[src/rtl/ram_arbiter_pkg.sv]
// rtl/ram_arbiter_pkg.sv - shared types and defaults for the RAM arbiter
package ram_arbiter_pkg;

  typedef enum logic {
    ST_IDLE  = 1'b0,
    ST_OWNED = 1'b1
  } arb_state_t;

  localparam int DEF_NUM_REQ       = 4;
  localparam int DEF_DATA_WIDTH    = 16;
  localparam int DEF_ADDRESS_WIDTH = 16;
  localparam int DEF_MAX_BURST     = 8;

  // Index width for a requester number; never narrower than one bit.
  function automatic int ptr_width(input int n);
    return (n > 1) ? $clog2(n) : 1;
  endfunction

endpackage

[src/rtl/ram_arbiter_rr_priority_select.sv]
// rtl/ram_arbiter_rr_priority_select.sv - rotating-priority one-hot winner select
module rr_priority_select #(
  parameter int N     = 4,
  parameter int PTR_W = 2
) (
  input  logic [N-1:0]     req,
  input  logic [PTR_W-1:0] ptr,
  output logic [N-1:0]     winner
);

  logic [PTR_W:0] idx;
  logic           found;

  // Scan requesters starting at ptr, wrapping modulo N; first hit wins.
  always_comb begin
    winner = '0;
    found  = 1'b0;
    idx    = '0;
    for (int k = 0; k < N; k++) begin
      idx = {1'b0, ptr} + (PTR_W+1)'(k);
      if (idx >= (PTR_W+1)'(N)) idx = idx - (PTR_W+1)'(N);
      if (!found && req[idx[PTR_W-1:0]]) begin
        winner[idx[PTR_W-1:0]] = 1'b1;
        found = 1'b1;
      end
    end
  end

endmodule

[src/rtl/ram_arbiter.sv]
// rtl/ram_arbiter.sv - round-robin RAM port arbiter with locked bursts
module ram_arbiter
  import ram_arbiter_pkg::*;
#(
  parameter int NUM_REQ       = DEF_NUM_REQ,
  parameter int DATA_WIDTH    = DEF_DATA_WIDTH,
  parameter int ADDRESS_WIDTH = DEF_ADDRESS_WIDTH,
  parameter int MAX_BURST     = DEF_MAX_BURST
) (
  input  logic                             clk,
  input  logic                             reset,
  input  logic [NUM_REQ-1:0]               req,
  input  logic [NUM_REQ-1:0]               lock,
  input  logic [NUM_REQ-1:0]               wren,
  input  logic [NUM_REQ*ADDRESS_WIDTH-1:0] address,
  input  logic [NUM_REQ*DATA_WIDTH-1:0]    wdata,
  output logic [NUM_REQ-1:0]               gnt,
  output logic [NUM_REQ-1:0]               rvalid,
  output logic [DATA_WIDTH-1:0]            rdata,
  output logic [ADDRESS_WIDTH-1:0]         ram_address,
  output logic [DATA_WIDTH-1:0]            ram_data,
  output logic                             ram_wren,
  input  logic [DATA_WIDTH-1:0]            ram_q,
  output logic                             busy
);

  localparam int PTR_W = ptr_width(NUM_REQ);
  localparam int CNT_W = $clog2(MAX_BURST + 1);

  arb_state_t         state, state_n;
  logic [PTR_W-1:0]   ptr, ptr_n, owner, owner_n, arb_ptr, win_idx;
  logic [CNT_W-1:0]   burst_cnt, cnt_n;
  logic [NUM_REQ-1:0] arb_winner, rvalid_q;
  logic               owner_active;

  function automatic logic [PTR_W-1:0] inc_idx(input logic [PTR_W-1:0] x);
    return (x == PTR_W'(NUM_REQ - 1)) ? '0 : x + PTR_W'(1);
  endfunction

  // An owner that drops req releases at once; arbitration then starts just past it.
  always_comb begin
    owner_active = (state == ST_OWNED) && req[owner];
    arb_ptr      = (state == ST_OWNED) ? inc_idx(owner) : ptr;
  end

  rr_priority_select #(
    .N     (NUM_REQ),
    .PTR_W (PTR_W)
  ) u_select (
    .req    (req),
    .ptr    (arb_ptr),
    .winner (arb_winner)
  );

  // Grant generation and next-state: serve the owner, otherwise round-robin.
  always_comb begin
    state_n = state;
    ptr_n   = ptr;
    owner_n = owner;
    cnt_n   = burst_cnt;
    gnt     = '0;
    win_idx = '0;
    if (owner_active) begin
      gnt[owner] = 1'b1;
      if (burst_cnt >= CNT_W'(MAX_BURST - 1) || !lock[owner]) begin
        state_n = ST_IDLE;
        ptr_n   = inc_idx(owner);
        cnt_n   = '0;
      end else begin
        cnt_n = burst_cnt + CNT_W'(1);
      end
    end else begin
      gnt = arb_winner;
      for (int i = 0; i < NUM_REQ; i++) begin
        if (arb_winner[i]) win_idx = PTR_W'(i);
      end
      state_n = ST_IDLE;
      ptr_n   = arb_ptr;
      cnt_n   = '0;
      if (|arb_winner) begin
        if (lock[win_idx] && (MAX_BURST > 1)) begin
          state_n = ST_OWNED;
          owner_n = win_idx;
          cnt_n   = CNT_W'(1);
        end else begin
          ptr_n = inc_idx(win_idx);
        end
      end
    end
    if (reset) gnt = '0;
  end

  // Arbiter state registers and one-cycle-delayed read valid.
  always_ff @(posedge clk) begin
    if (reset) begin
      state     <= ST_IDLE;
      ptr       <= '0;
      owner     <= '0;
      burst_cnt <= '0;
      rvalid_q  <= '0;
    end else begin
      state     <= state_n;
      ptr       <= ptr_n;
      owner     <= owner_n;
      burst_cnt <= cnt_n;
      rvalid_q  <= gnt & ~wren;
    end
  end

  // RAM port mux driven from the granted requester's slice.
  always_comb begin
    ram_address = '0;
    ram_data    = '0;
    ram_wren    = 1'b0;
    for (int i = 0; i < NUM_REQ; i++) begin
      if (gnt[i]) begin
        ram_address = address[i*ADDRESS_WIDTH +: ADDRESS_WIDTH];
        ram_data    = wdata[i*DATA_WIDTH +: DATA_WIDTH];
        ram_wren    = wren[i];
      end
    end
  end

  // A read issued just before reset must not report valid data during reset.
  assign rvalid = reset ? '0 : rvalid_q;
  assign rdata  = ram_q;
  assign busy   = (|gnt) || (state == ST_OWNED);

endmodule
[config.mk]
export PLATFORM = sky130hd
export DESIGN_NAME = ram_arbiter
export DESIGN_NICKNAME = d
export VERILOG_FILES = /design/src/rtl/ram_arbiter_pkg.sv /design/src/rtl/ram_arbiter_rr_priority_select.sv /design/src/rtl/ram_arbiter.sv
export SDC_FILE = /design/constraint.sdc
export NUM_CORES = 1
export LEC_CHECK = 0
export ABC_AREA = 1
export CAP_MARGIN = 25
export CORE_UTILIZATION = 30
export DETAILED_ROUTE_END_ITERATION = 8
export GPL_TIMING_DRIVEN = 0
export PLACE_DENSITY_LB_ADDON = 0.08
export SYNTH_ARGS = -nofsm -noshare
export SYNTH_HDL_FRONTEND = slang
export SYNTH_SLANG_ARGS = --single-unit
[constraint.sdc]
create_clock -name clk -period 3.7 [get_ports clk]
set_clock_uncertainty 0.2 [all_clocks]
set_input_delay 1.11 -clock clk [delete_from_list [all_inputs] [get_ports clk]]
set_output_delay 1.11 -clock clk [all_outputs]
set_load 0.01 [all_outputs]
# ---- After elaboration in Yosys (flattened, before gate mapping)
# Index checks and enable logic that the tools add are counted.
dict set report word_totals {
  elab_cells 127
  ff_bits 13
}
dict set report classes {
  muxes 69
  n_bitwise 6
  add_sub_neg 10
  n_reduce_logical 18
  n_eq_ne 3
  magnitude_cmp 16
}
# cell count
set op_table {}
lappend op_table {{2-to-1 mux 16 bit} 8}
lappend op_table {{2-to-1 mux 4 bit} 9}
lappend op_table {{2-to-1 mux 2 bit} 14}
lappend op_table {{2-to-1 mux 1 bit} 26}
lappend op_table {{< comparator 2 x 3 -> 1 bit, second input constant} 6}
lappend op_table {{binary-select mux 1 bit (select 2 bit)} 7}
lappend op_table {{OR 4 bit} 3}
lappend op_table {{demux 1 bit (select 2 bit)} 5}
lappend op_table {{greater-or-equal comparator 2 x 1 -> 1 bit, second input constant} 5}
lappend op_table {{greater-or-equal comparator 3 bit, second input constant} 3}
lappend op_table {{logical AND 1 bit} 9}
lappend op_table {{OR reduction 4 bit} 2}
lappend op_table {{subtractor 2 x 1 -> 2 bit, second input constant} 4}
lappend op_table {{adder 2 x 2 -> 3 bit, second input constant} 2}
lappend op_table {{adder 2 x 1 -> 2 bit, second input constant} 2}
lappend op_table {{adder 4 x 1 -> 4 bit, second input constant} 1}
lappend op_table {{AND 4 bit} 1}
lappend op_table {{== test 2 bit, second input constant} 2}
lappend op_table {{greater-or-equal comparator 4 x 3 -> 1 bit, second input constant} 1}
lappend op_table {{logical NOT 1 bit} 4}
lappend op_table {{NOT 4 bit} 1}
lappend op_table {{adder 2 x 1 -> 3 bit, second input constant} 1}
lappend op_table {{greater-or-equal comparator 2 x 3 -> 1 bit, second input constant} 1}
lappend op_table {{AND reduction 3 bit} 1}
lappend op_table {{3 further kinds} 4}

# ---- Depth between registers and ports, before layout
dict set report depth {
  depth_word 26
  ltp_mapped 23
}

# ---- Cells and area by module
# From an unflattened synthesis, not the netlist that was laid out.
dict set report unflattened {
  hier_cells 514
  hier_area_um2 2752.6
}
# module cells_each area_each_um2 n_inst
set modules_own_cells {}
lappend modules_own_cells {ram_arbiter 441 2356.0 1}
lappend modules_own_cells {rr_priority_select 73 396.6 1}

# ---- Least setup slack after synthesis
# No wires, ideal clock.
dict set report synth_path {
  path_kind {reg-to-output}
  startpoint {reg owner[0]}
  endpoint {out ram_data[0]}
  stages_incl_launch_ff 22
  slack_ns -0.516
  arrival_time_ns 2.906
  required_ns 2.390
  cell_sequence {dfxtp_1 inv_1 ha_1 nand2_1 o21ai_2 ha_1 inv_1 nand3_2 nand2_2 nor2_4 nand2_4 nor2_4 nor2_4 nand2_2 nand2_2 nor2_4 inv_2 buf_6 buf_6 nand2_1 a31oi_1 a21oi_1}
}
dict set report synth_between {
  elab_cells_between_ends 77
  classes_between {add/sub: 8; order compare: 14; eq/ne: 1; mux: 39; bitwise: 3; reduce/logical: 12}
}
# element line
set synth_lines {}
lappend synth_lines {{start: declaration} ram_arbiter.sv:31} ;# logic [PTR_W-1:0] ptr, ptr_n, owner, owner_n, arb_ptr, win_idx;
lappend synth_lines {{start signal: assignment} ram_arbiter.sv:104} ;# owner <= owner_n;
lappend synth_lines {{branches (longest 17 deep; another with adder 2 x 1 -> 3 bit)} --}
lappend synth_lines {{2-to-1 mux 4 bit (*)} ram_arbiter.sv:63} ;# if (owner_active) begin
lappend synth_lines {{2-to-1 mux 4 bit (*)} ram_arbiter.sv:90} ;# if (reset) gnt = '0;
lappend synth_lines {{net gnt[3]} ram_arbiter.sv:17} ;# output logic [NUM_REQ-1:0] gnt,
lappend synth_lines {{2-to-1 mux 16 bit (*)} ram_arbiter.sv:116} ;# if (gnt[i]) begin
lappend synth_lines {{end: declaration} ram_arbiter.sv:21} ;# output logic [DATA_WIDTH-1:0] ram_data,
# Mark *: on every way through the listed nets, which the timed path passes. The select of a mux whose other input is x is not followed.

# ---- Worst setup path in the final report
dict set report layout_path {
  startpoint {reg owner[0]}
  endpoint {out ram_data[2]}
}
dict set report layout_between {
  elab_chain_cells 23
  elab_cells_between_ends 77
  classes_between {add/sub: 8; order compare: 14; eq/ne: 1; mux: 39; bitwise: 3; reduce/logical: 12}
}
# element line
set layout_lines {}
lappend layout_lines {{branches (longest 17 deep; another with adder 2 x 1 -> 3 bit)} --}
lappend layout_lines {{2-to-1 mux 4 bit (*)} ram_arbiter.sv:63}
lappend layout_lines {{2-to-1 mux 4 bit (*)} ram_arbiter.sv:90}
lappend layout_lines {{2-to-1 mux 16 bit (3 in a row)} ram_arbiter.sv:116}
lappend layout_lines {{2-to-1 mux 16 bit (*)} ram_arbiter.sv:116}
# Mark *: on every way between the ends. The select of a mux whose other input is x is not followed.

==> results.md <==
- Run status: complete, but fails checks
- Failing checks: setup timing
- CP max stage delay: 0.37 ns
- Peak supply drop: 0.0006067 V
- Most frequent cells in the layout: clkdlybuf4s50_1, nand2_1, nor2_1
- GR Layer Usage met1: 0.3123
- # port buffers: 198
- Post-synthesis sequential area ratio: 0.1034
- Xor and xnor area share after synthesis: 0.003481
- Pin count of the biggest net entering global routing: 11
- Final #Nets: 849
- Placeable Area: 8175 um2
- Slew @ Worst Pin: 0.3449 ns
- Post-synth top area share: 0.1939
- Hold Fails Final Rpt: 0
- Crit-path slowest cell: dfxtp_4
- DR WL/cell: 16.06 um
- Die H: 93.58 um
- DRT Pass-1 Iters: 6
- Die width: 93.58 um
- Largest cells by area after synthesis: nand2_1, dfxtp_1, a21oi_1
- RSZ-0062 raised after global routing: true
- Simple-gate area share of the yosys netlist: 0.4769
- CP Capture Type: output pin
- GRT Residual Overflow: 0
- Main combinational cell family by area after synthesis: simple AND/OR/NAND/NOR gates
- Yosys warnings: 0
- Mapped Nets: 614
- CP Buf/Inv Count: 7
- Vias in the first global route: 3623
- Worst hold path class: reg -> reg
- Slew Limit Fails: 0
- Drt drc: 0
- Initial DRC count: 112
- Vias: 3854
- Cell taking the most area after synthesis: nand2_1
- Initial antenna violation count: 0
- Critical path class: reg -> out
- Commonest non-fill, non-tap cell in the layout: clkdlybuf4s50_1
- GRT Overall Usage: 0.2606
- Setup TNS: -22.58 ns
- TritonCTS buffer count: 3
- Final worst slack: -0.6815 ns
- Final hold slack: 0.3126 ns
- CTS max path bufs: 2
- Clock transition at the registers of the reported paths: 0.06 ns
- Cell Count Post-Placement: 747
- F_max: 228.2 MHz
- Clk root buf: clkbuf_8
- CP max FO: 6
- Final setup vio count: 38
- Met2 Use GR: 0.4847
- Distinct cells, synth: 29
- Busiest grt layer: met2
- Post-route ant nets: 0
- Filler instances: 671
- Worst Setup Start Kind: flop
- Max Cap Viol: 0
- Mux cell area share after synthesis: 0
- Fraction of layout cells with a size suffix above 1: 0.4336
- Sink Count: 13
- Max_slew headroom: 0.7700
- Global-route met3 utilization: 0.04553
- Area Overhead vs Synth: 124.7%
- Synthesized-area fraction occupied by adder cells: 0.05967
- Antenna cells: 0
- Detailed Place HPWL: 9.311 mm
- Synthesized area: 2516 um2
- Worst Path Arrival: 3.07 ns
- Synthesized flop and latch total: 13
- GP Congestion: 0.8845
- Final period util: 1.184
- WP data required: 2.39 ns
- Top delay family on crit path: simple AND/OR/NAND/NOR gates
- Syn avg cell area: 5.667 um2
- PwrDens: 902.1 nW/um2
- Non-Filler Instances: 783
- H-Tree Depth: 1
- Tmin final: 4.382 ns
- Starting density of the core: 0.3078
- Clk_lat worst skew: 0.24 ns
- Global-route wire length before repair: 18.13 mm
- Post-Route WL: 12.57 mm
- Lkg Pwr: 0.002550 uW
- Top-level I/O count: 216
- Core Rows: 33
- Die area: 8757 um2
- Synth Area in Compound Gates: 0.2024
- Critical-path cell list: ha_4 -> nor2_4 -> nand2_4 -> nand2_8 -> inv_8 -> ha_4 -> inv_4 -> nand3_4 -> nand2_4 -> buf_6 -> nand3_4 -> nand3_4 -> nor2_4 -> nand2_2 -> nand2_4 -> nor2_4 -> inv_2 -> buf_6 -> buf_6 -> nand2_1 -> a31oi_2 -> a21oi_2 -> buf_2
- CTS tree: done
- Mapped Cells: 444
- DR vias/cell: 4.922
## flip-flops by register name (all words and copies together), names as in the netlist
name and flops:
burst_cnt 4, rvalid_q 4, state 1, ptr 2
owner 2
## cell families (layout without fill, tap and decap cells)
family,Yosys count,in the layout
buffers and inverters,72,306
xor gates and xnor gates,1,1
AOI/OAI and AO/OA,92,92
and+or+nand+nor,254,254
adders and majority gates,12,12
DFF,13,13
## power breakdown
part / leakage, uW / internal, uW / switching (uW) / total (uW)
clock network: 0.0000255 / 74.4 / 53.1 / 128
logic: 0.00242 / 2160 / 2590 / 4750
registers: 0.000108 / 183 / 37.6 / 221
total: 0.00255 / 2420 / 2680 / 5100
## worst reg2reg max path, stage by stage, from the launching register on
cell	delay, ns
dfxtp_4	0.37
ha_4	0.18
nor2_4	0.13
nand2_4	0.09
nand2_8	0.11
inv_8	0.03
ha_4	0.29
inv_4	0.05
nand3_4	0.06
nand2_4	0.08
nor2_4	0.14
nand2_4	0.08
nor2_2	0.13
nor2_4	0.06
buf_4	0.14
nand2_1	0.05
nand2_1	0.11
nand2_1	0.08
nand2_1	0.09
nand2_1	0.08
nand3_1	0.18
o21ai_1	0.22
a21oi_1	0.06
## per-layer routing
layer	vias to the layer above	part of all wire
met4	0	0.016
li1	1915	-
met1	1789	0.40
met3	16	0.069
met5	-	0
met2	134	0.52
## cells in the mapped netlist (all sizes together)
library cell,n
a21oi,44
nand3,38
o21ai,13
nor2,62
clkbuf,6
nand4,1
a31oi,33
dfxtp,13
buf,31
nor2b,1
ha,12
nand2,148
or2,3
o22ai,1
inv,35
o211ai,1
nand3b,1
xor2,1
## path summary, 6_finish.rpt
path	startpoint	to	slack [ns]	cells past startpoint
hold / removal	burst_cnt[0]$_SDFF_PP0_	burst_cnt[0]$_SDFF_PP0_	0.31	1
hold reg to reg	burst_cnt[0]$_SDFF_PP0_	burst_cnt[0]$_SDFF_PP0_	0.31	1
setup / recovery	owner[0]$_SDFFE_PP0P_	ram_data[2]	-0.68	23
setup reg to reg	owner[0]$_SDFFE_PP0P_	owner[0]$_SDFFE_PP0P_	0.57	22
## cell type report
type	count	area [um2]	share of cell area
inverters	35	158.9	0.02811
flip-flops and latches	13	269.0	0.04759
multi-input cells	359	2579	0.4562
repair buffers	231	2128	0.3765
clock buffers	3	41.29	0.007304
clock inverters	1	5.005	0.0008853
well taps	105	131.4	0.02324
plain buffers	36	340.3	0.06020
## per-stage QoR
step	setup slack (ns)	utilization	instance area, um2	total power (uW)
6_report	-0.6815	0.6915	5653	5099
2_1_floorplan	-0.2461	-	2805	2734
5_1_grt	-0.8255	0.6915	5653	5476
4_1_cts	-0.6827	0.6506	5319	4646
3_5_place_dp	-1.597	0.6016	4918	4247
3_3_place_gp	-1.583	0.6016	4918	4187
## timing repair
| item | CTS | global route |
|---|---|---|
| resized for setup | 246 | 67 |
| buffers inserted | 23 | 7 |
| hold buffers | 0 | 0 |
| endpoints found under the setup margin | 38 | 38 |
| pin swaps | 22 | 34 |
| cloned | 4 | 1 |
Note: power is estimated with default switching activity, not from simulation.
